[src/rtl/btn_debounce_multi_pkg.sv]
// Shared constants and elaboration-time helpers for the multi-channel
// push-button debouncer.
//   DB_20MS_100MHZ / LONG_1S_100MHZ / RPT_200MS_100MHZ : default periods
//   period_ok()        : range test for a period against a counter width
//   BDM_CHECK_PERIOD   : generate-scope check that stops elaboration on a
//                        period outside 1 .. 2^CNT_W-1
`ifndef BTN_DEBOUNCE_MULTI_PKG_SV
`define BTN_DEBOUNCE_MULTI_PKG_SV

`define BDM_CHECK_PERIOD(P, W, LBL) \
  if (!btn_debounce_multi_pkg::period_ok(longint'(P), W)) begin : LBL \
    $error("period %0d outside 1..2^%0d-1", P, W); \
  end

package btn_debounce_multi_pkg;
  localparam int unsigned DB_20MS_100MHZ   = 2_000_000;
  localparam int unsigned LONG_1S_100MHZ   = 100_000_000;
  localparam int unsigned RPT_200MS_100MHZ = 20_000_000;
  localparam int          DEF_NUM_CH       = 4;
  localparam int          DEF_CNT_W        = 32;

  function automatic bit period_ok(input longint p, input int w);
    if (w >= 63) return p >= 1;
    return (p >= 1) && (p < (longint'(1) << w));
  endfunction
endpackage

`endif

[src/rtl/btn_debounce_multi_if.sv]
// Button bundle between pins/application and the debouncer.
//   btn_in, rpt_en               : raw pins and per-channel repeat enable
//   btn_level, btn_press,
//   btn_release, btn_long        : debounced level and one-cycle strobes
// master = pin/application side, slave = debouncer.
interface btn_debounce_multi_if
  import btn_debounce_multi_pkg::*;
#(
  parameter int NUM_CH = DEF_NUM_CH
);
  logic [NUM_CH-1:0] btn_in;
  logic [NUM_CH-1:0] rpt_en;
  logic [NUM_CH-1:0] btn_level;
  logic [NUM_CH-1:0] btn_press;
  logic [NUM_CH-1:0] btn_release;
  logic [NUM_CH-1:0] btn_long;

  modport master (output btn_in, rpt_en,
                  input  btn_level, btn_press, btn_release, btn_long);
  modport slave  (input  btn_in, rpt_en,
                  output btn_level, btn_press, btn_release, btn_long);
endinterface

[src/rtl/btn_debounce_multi_debounce_ch.sv]
// Single button channel: polarity normalise, 2-FF synchroniser,
// consecutive-cycle debouncer, hold counter with long-press strobe and
// auto-repeat of the press strobe.
//   clk, reset_n : clock, synchronous active-low reset
//   btn_in       : raw pin
//   rpt_en       : gates auto-repeat press strobes
//   level        : debounced pressed level
//   press, rel   : one-cycle press (incl. repeats) / release strobes
//   long_p       : one-cycle strobe when the hold reaches LONG_PERIOD
module debounce_ch
  import btn_debounce_multi_pkg::*;
#(
  parameter int unsigned DEBOUNCE_PERIOD = DB_20MS_100MHZ,
  parameter int unsigned LONG_PERIOD     = LONG_1S_100MHZ,
  parameter int unsigned REPEAT_PERIOD   = RPT_200MS_100MHZ,
  parameter int          CNT_W           = DEF_CNT_W,
  parameter bit          ACTIVE_HIGH     = 1'b1
)(
  input  logic clk,
  input  logic reset_n,
  input  logic btn_in,
  input  logic rpt_en,
  output logic level,
  output logic press,
  output logic rel,
  output logic long_p
);
  `BDM_CHECK_PERIOD(DEBOUNCE_PERIOD, CNT_W, g_chk_db)
  `BDM_CHECK_PERIOD(LONG_PERIOD,     CNT_W, g_chk_long)
  `BDM_CHECK_PERIOD(REPEAT_PERIOD,   CNT_W, g_chk_rpt)

  localparam logic [CNT_W-1:0] DB_M1   = CNT_W'(DEBOUNCE_PERIOD - 1);
  localparam logic [CNT_W-1:0] LONG_M1 = CNT_W'(LONG_PERIOD - 1);
  localparam logic [CNT_W-1:0] RPT_M1  = CNT_W'(REPEAT_PERIOD - 1);

  logic             norm, sync1, sync2, stable, long_reached;
  logic             differs, flip;
  logic [CNT_W-1:0] db_cnt, hold_cnt, rpt_cnt;

  // Inverting ahead of the synchroniser keeps everything downstream in
  // "1 = pressed" terms and lets reset clear the sync flops to 0.
  assign norm    = ACTIVE_HIGH ? btn_in : ~btn_in;
  assign differs = sync2 != stable;
  assign flip    = differs && (db_cnt == DB_M1);
  assign level   = stable;

  always_ff @(posedge clk) begin
    if (!reset_n) begin
      sync1        <= 1'b0;
      sync2        <= 1'b0;
      stable       <= 1'b0;
      long_reached <= 1'b0;
      db_cnt       <= '0;
      hold_cnt     <= '0;
      rpt_cnt      <= '0;
      press        <= 1'b0;
      rel          <= 1'b0;
      long_p       <= 1'b0;
    end else begin
      sync1  <= norm;
      sync2  <= sync1;
      press  <= 1'b0;
      rel    <= 1'b0;
      long_p <= 1'b0;

      if (!differs || flip) db_cnt <= '0;
      else                  db_cnt <= db_cnt + 1'b1;
      if (flip) stable <= sync2;

      // Priority order makes a release flip mask any long/repeat strobe
      // landing on the same edge.
      if (flip && !sync2) begin
        rel          <= 1'b1;
        hold_cnt     <= '0;
        rpt_cnt      <= '0;
        long_reached <= 1'b0;
      end else if (flip) begin
        press    <= 1'b1;
        hold_cnt <= CNT_W'(1);
        rpt_cnt  <= '0;
        if (LONG_PERIOD == 1) begin
          long_p       <= 1'b1;
          long_reached <= 1'b1;
        end
      end else if (stable && !long_reached) begin
        // hold_cnt saturates at LONG_PERIOD once long_reached is set
        hold_cnt <= hold_cnt + 1'b1;
        if (hold_cnt == LONG_M1) begin
          long_p       <= 1'b1;
          long_reached <= 1'b1;
        end
      end else if (stable) begin
        // Free-running phase: rpt_en only gates the strobe
        if (rpt_cnt == RPT_M1) begin
          rpt_cnt <= '0;
          press   <= rpt_en;
        end else begin
          rpt_cnt <= rpt_cnt + 1'b1;
        end
      end
    end
  end
endmodule

[src/rtl/btn_debounce_multi.sv]
// N-channel push-button debouncer: one debounce_ch per channel, outputs
// gathered onto the button interface.
//   clk, reset_n : clock, synchronous active-low reset
//   btn (slave)  : btn_in/rpt_en in; btn_level/press/release/long out
module btn_debounce_multi
  import btn_debounce_multi_pkg::*;
#(
  parameter int          NUM_CH          = DEF_NUM_CH,
  parameter int unsigned DEBOUNCE_PERIOD = DB_20MS_100MHZ,
  parameter int unsigned LONG_PERIOD     = LONG_1S_100MHZ,
  parameter int unsigned REPEAT_PERIOD   = RPT_200MS_100MHZ,
  parameter int          CNT_W           = DEF_CNT_W,
  parameter bit          ACTIVE_HIGH     = 1'b1
)(
  input  logic                  clk,
  input  logic                  reset_n,
  btn_debounce_multi_if.slave   btn
);
  logic [NUM_CH-1:0] level, press, rel, long_p;

  for (genvar i = 0; i < NUM_CH; i++) begin : g_ch
    debounce_ch #(
      .DEBOUNCE_PERIOD (DEBOUNCE_PERIOD),
      .LONG_PERIOD     (LONG_PERIOD),
      .REPEAT_PERIOD   (REPEAT_PERIOD),
      .CNT_W           (CNT_W),
      .ACTIVE_HIGH     (ACTIVE_HIGH)
    ) u_ch (
      .clk     (clk),
      .reset_n (reset_n),
      .btn_in  (btn.btn_in[i]),
      .rpt_en  (btn.rpt_en[i]),
      .level   (level[i]),
      .press   (press[i]),
      .rel     (rel[i]),
      .long_p  (long_p[i])
    );
  end

  assign btn.btn_level   = level;
  assign btn.btn_press   = press;
  assign btn.btn_release = rel;
  assign btn.btn_long    = long_p;
endmodule

[src/flat_wrapper.sv]
// flat-port wrapper written by rule: the top's interface ports become plain ports
module btn_debounce_multi_flat import btn_debounce_multi_pkg::*;
#(
  parameter int          NUM_CH          = DEF_NUM_CH,
  parameter int unsigned DEBOUNCE_PERIOD = DB_20MS_100MHZ,
  parameter int unsigned LONG_PERIOD     = LONG_1S_100MHZ,
  parameter int unsigned REPEAT_PERIOD   = RPT_200MS_100MHZ,
  parameter int          CNT_W           = DEF_CNT_W,
  parameter bit          ACTIVE_HIGH     = 1'b1
)
  (clk, reset_n, btn_btn_in, btn_rpt_en, btn_btn_level, btn_btn_press, btn_btn_release, btn_btn_long);
  btn_debounce_multi_if #(.NUM_CH(NUM_CH)) btn_i ();
  input  logic clk;
  input  logic reset_n;
  input wire logic [$bits(btn_i.btn_in)-1:0] btn_btn_in;
  input wire logic [$bits(btn_i.rpt_en)-1:0] btn_rpt_en;
  output wire logic [$bits(btn_i.btn_level)-1:0] btn_btn_level;
  output wire logic [$bits(btn_i.btn_press)-1:0] btn_btn_press;
  output wire logic [$bits(btn_i.btn_release)-1:0] btn_btn_release;
  output wire logic [$bits(btn_i.btn_long)-1:0] btn_btn_long;
  assign btn_i.btn_in = btn_btn_in;
  assign btn_i.rpt_en = btn_rpt_en;
  assign btn_btn_level = btn_i.btn_level;
  assign btn_btn_press = btn_i.btn_press;
  assign btn_btn_release = btn_i.btn_release;
  assign btn_btn_long = btn_i.btn_long;
  btn_debounce_multi #(.NUM_CH(NUM_CH), .DEBOUNCE_PERIOD(DEBOUNCE_PERIOD), .LONG_PERIOD(LONG_PERIOD), .REPEAT_PERIOD(REPEAT_PERIOD), .CNT_W(CNT_W), .ACTIVE_HIGH(ACTIVE_HIGH)) u_core (.clk(clk), .reset_n(reset_n), .btn(btn_i));
endmodule
[config.mk]
export PLATFORM = sky130hd
export DESIGN_NAME = btn_debounce_multi_flat
export DESIGN_NICKNAME = d
export VERILOG_FILES = /design/src/rtl/btn_debounce_multi_pkg.sv /design/src/rtl/btn_debounce_multi_if.sv /design/src/rtl/btn_debounce_multi_debounce_ch.sv /design/src/rtl/btn_debounce_multi.sv /design/src/flat_wrapper.sv
export SDC_FILE = /design/constraint.sdc
export NUM_CORES = 1
export LEC_CHECK = 0
export CORE_ASPECT_RATIO = 0.75
export CORE_MARGIN = 2
export CORE_UTILIZATION = 60
export DETAILED_ROUTE_END_ITERATION = 10
export MAX_ROUTING_LAYER = met4
export PLACE_DENSITY = 0.77
export SETUP_SLACK_MARGIN = 0.5
export SLEW_MARGIN = 30
export SYNTH_ARGS = -nofsm -noshare
export SYNTH_HDL_FRONTEND = slang
export SYNTH_HIERARCHICAL = 1
export SYNTH_SLANG_ARGS = --single-unit
[constraint.sdc]
create_clock -name clk -period 4.25 [get_ports clk]
set_input_delay 0.85 -clock clk [delete_from_list [all_inputs] [get_ports clk]]
set_output_delay 0.85 -clock clk [all_outputs]
set_load 0.03 [all_outputs]
==> results.toml, run 1 <==
[routing]
initialDrtViolationCount = 859
route.vias.total = 14700
wl_um = 36400
drt-pass1-iter-count = 6
met2_routed_length_um = 16000
avgViaCountPerCell = 5.64
route.detailed.drc = 0
antenna_violating_nets_post_route = 0
routedWlPerCell_um = 14.0
met3_wirelength_um = 1380
highest_layer = "met4"
detail_route.wirelength.met1_um = 18400

[clocking]
tritoncts = "built"
post_cts.resized_instances = 0
cts_hold_buf = 0
clock_path_buffers = 3
clock-sinks = 412
cts_root_buf = "sky130_fd_sc_hd__clkbuf_16"
tritoncts.num_buffers = 40
cts.reportedPaths.clkPinSlew_ns = 0.06
cts_setup_buffers = 0
cts_htree_levels = 2
clk_latency_ns = 0.54

[finish]
multi_input_area_mm2 = 0.0100
finish.net_count = 2197
area_growth_syn_to_layout_pct = 11.0
most-common-layout-cells = "sky130_fd_sc_hd__nor2_1, sky130_fd_sc_hd__dfxtp_1, sky130_fd_sc_hd__xor2_1"
post_route_cells_drive_above_1_share_pct = 5.90
final-seq-area_mm2 = 0.00825
antennaDiodeCount = 0
num-fill-cells = 2433
most_common_cell_after_layout_fill_and_taps_aside = "sky130_fd_sc_hd__nor2_1"
post_layout_nonfiller_instances = 2604

[outcome]
status = "finished clean"

[min_path]
hold_path.class = "reg -> reg"
min_from = "u_core/g_ch[1].u_ch/sync1"
worst_hold_path_cells = 1
hold_path_endpoint = "u_core/g_ch[1].u_ch/sync2"

[critical_path]
worst_setup_path_startpoint = "u_core/g_ch[3].u_ch/db_cnt[16]"
endpoint_kind = "flip-flop"
worst_r2r_startpoint = "u_core/g_ch[3].u_ch/db_cnt[16]"
ff2ff_setup_slack_ns = 1.41
crit-reg2reg-capture = "u_core/g_ch[3].u_ch/db_cnt[11]"
worst-endpoint-arrival_ns = 3.23
crit_fanout = 32
worstRegToRegCells = 5
cp.required_ns = 4.64
critical_path_class = "reg -> reg"
setup.worst_path.start_class = "flip-flop"

[sta]
timing_max_transition_violations_final = 0
max_slew.worst_pin.slew_ns = 0.899
finalCriticalPeriod_ns = 2.84
fin_tns_setup_ns = 0
rsz0062_at_grt = "no"
slew_headroom_pct = 39.9
skew_ns = 0.0247
final-setup-viol-count = 0
clock.fmax_mhz = 352
final_hold_viol_count = 0
timing.final.crit_share_pct = 66.8

[floorplanning]
dieArea_mm2 = 0.0325
die_h_um = 157
initial_core_util_pct = 61.3
ioPinCount = 26
dieWidth_um = 207
row_count = 55
core_area_mm2 = 0.0303

[grt]
grt.overflow.total = 0
antenna_found_initial = 0
vias_in_the_first_global_route = 13700
globalRouteTotalUtil_pct = 22.9
grt_first_pass_wirelength_um = 63000
pin_count_of_the_biggest_net_entering_global_routing = 36

[yosys]
synth_top_area_share_pct = 44.3
synth_cell_type_count = 46
synthTopCellsByArea = "sky130_fd_sc_hd__dfxtp_1, sky130_fd_sc_hd__xor2_1, sky130_fd_sc_hd__nor2_1, sky130_fd_sc_hd__nand4_1, sky130_fd_sc_hd__xnor2_1"
area_of_the_mapped_netlist_mm2 = 0.0186
seq_area_frac_synth_pct = 44.3
synthArstFlopShare_pct = 0
syn_inst = 2160
postSynth.topFlopCell = "sky130_fd_sc_hd__dfxtp_1"
syn_area_per_cell_um2 = 8.62
post_synth_edffs = 0
synth.net_count = 2182
synth_top_cell_by_area = "sky130_fd_sc_hd__dfxtp_1"
ys_warn_count = 6
yosys_register_bits = 412

[placement]
placed_cells = 2532
place.gp.congestion = 0.824
place.port_buffers = 25
detailed_place_hpwl_um = 24100

[pwr]
swShare_pct = 20.4
pwr-share-comb_pct = 1.1
pwr_density_cell_mw_per_mm2 = 370
p_switching_uw = 1560
power.share.clock_pct = 48.4
power_report.internal_total_uw = 6090
cellLeakagePower_uw = 0.00705
peakVddDrop_v = 0.000260
part_of_the_total_power_dissipated_in_sequential_elements_pct = 50.5

[job]
max_cap_viol_count = 0
## state kept, by name (all words and copies together), names as in the netlist
| signal | cells |
|---|---|
| u_core/g_ch.u_ch/long_p | 4 |
| u_core/g_ch.u_ch/db_cnt | 128 |
| u_core/g_ch.u_ch/press | 4 |
| u_core/g_ch.u_ch/rel | 4 |
| u_core/g_ch.u_ch/hold_cnt | 128 |
| u_core/g_ch.u_ch/sync2 | 4 |
| u_core/g_ch.u_ch/sync1 | 4 |
| u_core/g_ch.u_ch/rpt_cnt | 128 |
| u_core/g_ch.u_ch/long_reached | 4 |
| u_core/g_ch.u_ch/level | 4 |
## metrics by stage
stage	total power (uW)	utilization [%]	hold slack (ns)	area (um^2)	setup slack [ns]
after floorplan	4010	-	0.412	18600	1.76
after global placement	4040	63.3	0.418	19200	0.970
after detailed placement	4040	63.4	0.427	19200	0.916
after CTS	7740	68.0	0.440	20600	1.40
after global routing	7900	68.1	0.445	20700	1.30
final	7650	68.1	0.436	20700	1.41
## how the worst max path moves through the flow
stage                                 endpoint  slack, ns
6_report        u_core/g_ch[3].u_ch/db_cnt[11]       1.41
5_1_grt         u_core/g_ch[3].u_ch/db_cnt[11]       1.30
4_1_cts                       btn_btn_level[1]       1.40
3_5_place_dp   u_core/g_ch[3].u_ch/rpt_cnt[26]       0.92
3_3_place_gp     u_core/g_ch[1].u_ch/db_cnt[5]       0.97
2_1_floorplan  u_core/g_ch[0].u_ch/rpt_cnt[21]       1.76
## synth_stat cells (16+ instances only)
library cell	n
sky130_fd_sc_hd__nor2_1	455
sky130_fd_sc_hd__or4_1	16
sky130_fd_sc_hd__xnor2_1	101
sky130_fd_sc_hd__and2_1	37
sky130_fd_sc_hd__xor2_1	258
sky130_fd_sc_hd__dfxtp_1	412
sky130_fd_sc_hd__nor4b_1	21
sky130_fd_sc_hd__nor3_1	37
sky130_fd_sc_hd__buf_2	22
sky130_fd_sc_hd__and4_1	33
sky130_fd_sc_hd__and3_1	65
sky130_fd_sc_hd__nand4_1	144
sky130_fd_sc_hd__nor4_1	55
sky130_fd_sc_hd__nand3_1	165
sky130_fd_sc_hd__a21oi_1	18
sky130_fd_sc_hd__nand2_1	121
sky130_fd_sc_hd__inv_1	27
sky130_fd_sc_hd__clkbuf_1	45
## power by group through the flow
| stage | clock network [uW] | logic [uW] | registers, uW |
|---|---|---|---|
| after floorplan | 0 | 58.5 | 3950 |
| after global placement | 0 | 80.7 | 3950 |
| after detailed placement | 0 | 83.7 | 3950 |
| after CTS | 3790 | 84.0 | 3870 |
| after global routing | 3940 | 91.6 | 3870 |
| final | 3700 | 83.4 | 3870 |
## routing by layer
layer  up-vias  global-route usage (%)
li1       7479                       -
met1      6922                    31.6
met2       240                    35.3
met3        53                    3.25
met4         0                    6.36
met5         -                       -
## critical path, stage by stage, from the launching register on
cell and delay [ns]:
sky130_fd_sc_hd__dfxtp_1 0.36, sky130_fd_sc_hd__or4_1 0.53, sky130_fd_sc_hd__or4_4 0.59, sky130_fd_sc_hd__or3_1 0.51, sky130_fd_sc_hd__nand3b_2 0.57, sky130_fd_sc_hd__nor2_1 0.14
## final cells by class
| type | instances | share of cell area (%) |
|---|---|---|
| inverters | 27 | 0.491 |
| clock buffers | 55 | 5.75 |
| multi-input cells | 1647 | 48.4 |
| well taps | 399 | 2.42 |
| clock inverters | 17 | 0.993 |
| flip-flops and latches | 412 | 39.9 |
| repair buffers | 47 | 2.01 |
## logic make-up after synthesis
family	synth area share, %
AOI/OAI and AO/OA	2.22
xor gates and xnor gates	16.9
adders and majority gates	0.807
buffers and inverters	2.37
DFF	44.3
muxes	0.484
and+or+nand+nor	32.9
Power figures use the tool's default switching activity.
==> run 2: changes to the inputs <==
Clock period 4.25 ns to 3 ns, I/O delays scaled along.
==> run 2 against run 1 <==
  * Clock-buffer cell count did not move
  * Largest cell class unchanged
  * Worst setup slack worse by 0.93 ns
  * Worst hold slack better by 0.0074 ns
  * First-iteration DRC count is 16% higher
  * Clock skew fell by 0.00064 ns
  * Utilization grew 0.98 points
  * Wire length increased by 5.3%
  * Total power increased by 40%
  * Critical path type unchanged
  * Largest power group unchanged
==> results.toml, run 2 (synthesis gave the netlist of run 1 again) <==
[finish]
most-common-layout-cells = "sky130_fd_sc_hd__nor2_1, sky130_fd_sc_hd__dfxtp_1, sky130_fd_sc_hd__xor2_1"
finish.net_count = 2225
reg.largest.list = "u_core/g_ch.u_ch/db_cnt: 128 flops, u_core/g_ch.u_ch/hold_cnt: 128 flops, u_core/g_ch.u_ch/rpt_cnt: 128 flops"
most_common_cell_after_layout_fill_and_taps_aside = "sky130_fd_sc_hd__nor2_1"
post_route_cells_drive_above_1_share_pct = 7.80
area_growth_syn_to_layout_pct = 12.6
antennaDiodeCount = 0

[sta]
finalCriticalPeriod_ns = 2.52
slew_headroom_pct = 52.4
final_hold_viol_count = 0
max_slew.worst_pin.slew_ns = 0.707
timing_max_transition_violations_final = 0
clock.fmax_mhz = 397
fin_ws_ns = 0.480
rsz0062_at_grt = "yes"
skew_ns = 0.0240
timing.final.crit_share_pct = 84.0
final-setup-viol-count = 0
fin_tns_setup_ns = 0

[critical_path]
critPathCapture = "u_core/g_ch[1].u_ch/rpt_cnt[25]"
endpoint_kind = "flip-flop"
critical_path_class = "reg -> reg"
ff2ff_setup_slack_ns = 0.48
crit_path_top_delay_cell = "sky130_fd_sc_hd__or4_4"
worst_setup_path_startpoint = "u_core/g_ch[1].u_ch/db_cnt[28]"
worst_r2r_startpoint = "u_core/g_ch[1].u_ch/db_cnt[28]"
crit_fanout = 29
worst-endpoint-arrival_ns = 2.90
cp.required_ns = 3.38
crit_chain = "or4_1 -> or4_4 -> o41ai_4 -> o21bai_4 -> nor2_1"
crit-reg2reg-capture = "u_core/g_ch[1].u_ch/rpt_cnt[25]"
critical_path_cell_count = 5
cp_top_family = "simple AND/OR/NAND/NOR gates"
critical-path-max-stage-delay_ns = 0.59
worstRegToRegCells = 5
setup.worst_path.start_class = "flip-flop"
cp_num_buf_inv = 0

[clocking]
cts_hold_buf = 0
cts_htree_levels = 2
clock_path_buffers = 3
cts.reportedPaths.clkPinSlew_ns = 0.06
cts_root_buf = "sky130_fd_sc_hd__clkbuf_16"
tritoncts.num_buffers = 40
tritoncts = "built"
clk_latency_ns = 0.55
clock-sinks = 412

[routing]
wl_um = 38400
route.vias.total = 15100
drt-pass1-iter-count = 5
avgViaCountPerCell = 5.74
antenna_violating_nets_post_route = 0
initialDrtViolationCount = 996
route.detailed.drc = 0
routedWlPerCell_um = 14.6

[outcome]
status = "finished clean"

[pwr]
pwr_density_cell_mw_per_mm2 = 512
peakVddDrop_v = 0.000389
cellLeakagePower_uw = 0.00720

[job]
max_cap_viol_count = 0

[grt]
vias_in_the_first_global_route = 14100
globalRouteTotalUtil_pct = 23.5
grt.overflow.total = 0
pin_count_of_the_biggest_net_entering_global_routing = 36
antenna_found_initial = 0
grt_first_pass_wirelength_um = 64600

[placement]
place.port_buffers = 25
pre_cts_setup_slack_ns = 0.380
detailed_place_hpwl_um = 24300
place.gp.congestion = 0.835

[min_path]
hold_path.class = "reg -> reg"
worst_hold_path_cells = 1

[floorplanning]
core_area_mm2 = 0.0303
die_h_um = 157
dieWidth_um = 207
initial_core_util_pct = 61.3
row_count = 55
ioPinCount = 26
dieArea_mm2 = 0.0325
## run 2: layout make-up
type | instances | area (um^2)
clock inverters | 16 | 149
repair buffers | 70 | 647
clock buffers | 55 | 1200
fillers | 2317 | 9390
flip-flops and latches | 412 | 8260
well taps | 399 | 499
inverters | 27 | 101
multi-input cells | 1652 | 10100
## run 2: worst min-delay path by stage
stage                                      to                       from  slack (ns)
floorplan           u_core/g_ch[0].u_ch/sync2  u_core/g_ch[0].u_ch/sync1        0.41
global placement    u_core/g_ch[3].u_ch/sync2  u_core/g_ch[3].u_ch/sync1        0.42
detailed placement  u_core/g_ch[3].u_ch/sync2  u_core/g_ch[3].u_ch/sync1        0.42
CTS                 u_core/g_ch[3].u_ch/sync2  u_core/g_ch[3].u_ch/sync1        0.44
global route        u_core/g_ch[0].u_ch/sync2  u_core/g_ch[0].u_ch/sync1        0.46
finish              u_core/g_ch[3].u_ch/sync2  u_core/g_ch[3].u_ch/sync1        0.44
## run 2: repair_timing
item / 4_1_cts / 5_1_grt
pin swaps: 0 / 12
endpoints found under the hold margin: 0 / 0
cloned: 0 / 5
setup buffers: 0 / 4
resized for setup: 7 / 37
setup endpoints to repair: 144 / 382
## run 2: power breakdown
part	switching (uW)	total [uW]	internal, uW	leakage, uW
registers	4.75	5480	5480	0.00332
clock network	2130	5110	2980	0.000667
logic	94.2	142	47.4	0.00321
## run 2: worst register-to-register path, delay by kind of cell, from the launching register on
family	cells	cell delay, ns
AO/OA/AOI/OAI	2	0.73
flip-flops	1	0.34
AND/OR/NAND/NOR	3	1.30
## run 2: stage by stage
| step | utilization [%] | hold WS, ns | total power (uW) | cells | instance area, um^2 |
|---|---|---|---|---|---|
| final | 69.0 | 0.443 | 10700 | 2631 | 21000 |
| after global routing | 69.0 | 0.464 | 11100 | 2631 | 21000 |
| after CTS | 68.3 | 0.442 | 10800 | 2622 | 20700 |
| after detailed placement | 63.8 | 0.425 | 5720 | 2551 | 19400 |
| after global placement | 63.7 | 0.418 | 5720 | 2551 | 19300 |
| after floorplan | - | 0.412 | 5680 | 2160 | 18600 |
## run 2: layer usage
metal | GRT usage, % | part of all wire (%)
met5 | - | 0
met4 | 6.09 | 1.5
met3 | 3.47 | 4.7
met2 | 37.1 | 45
met1 | 31.9 | 48
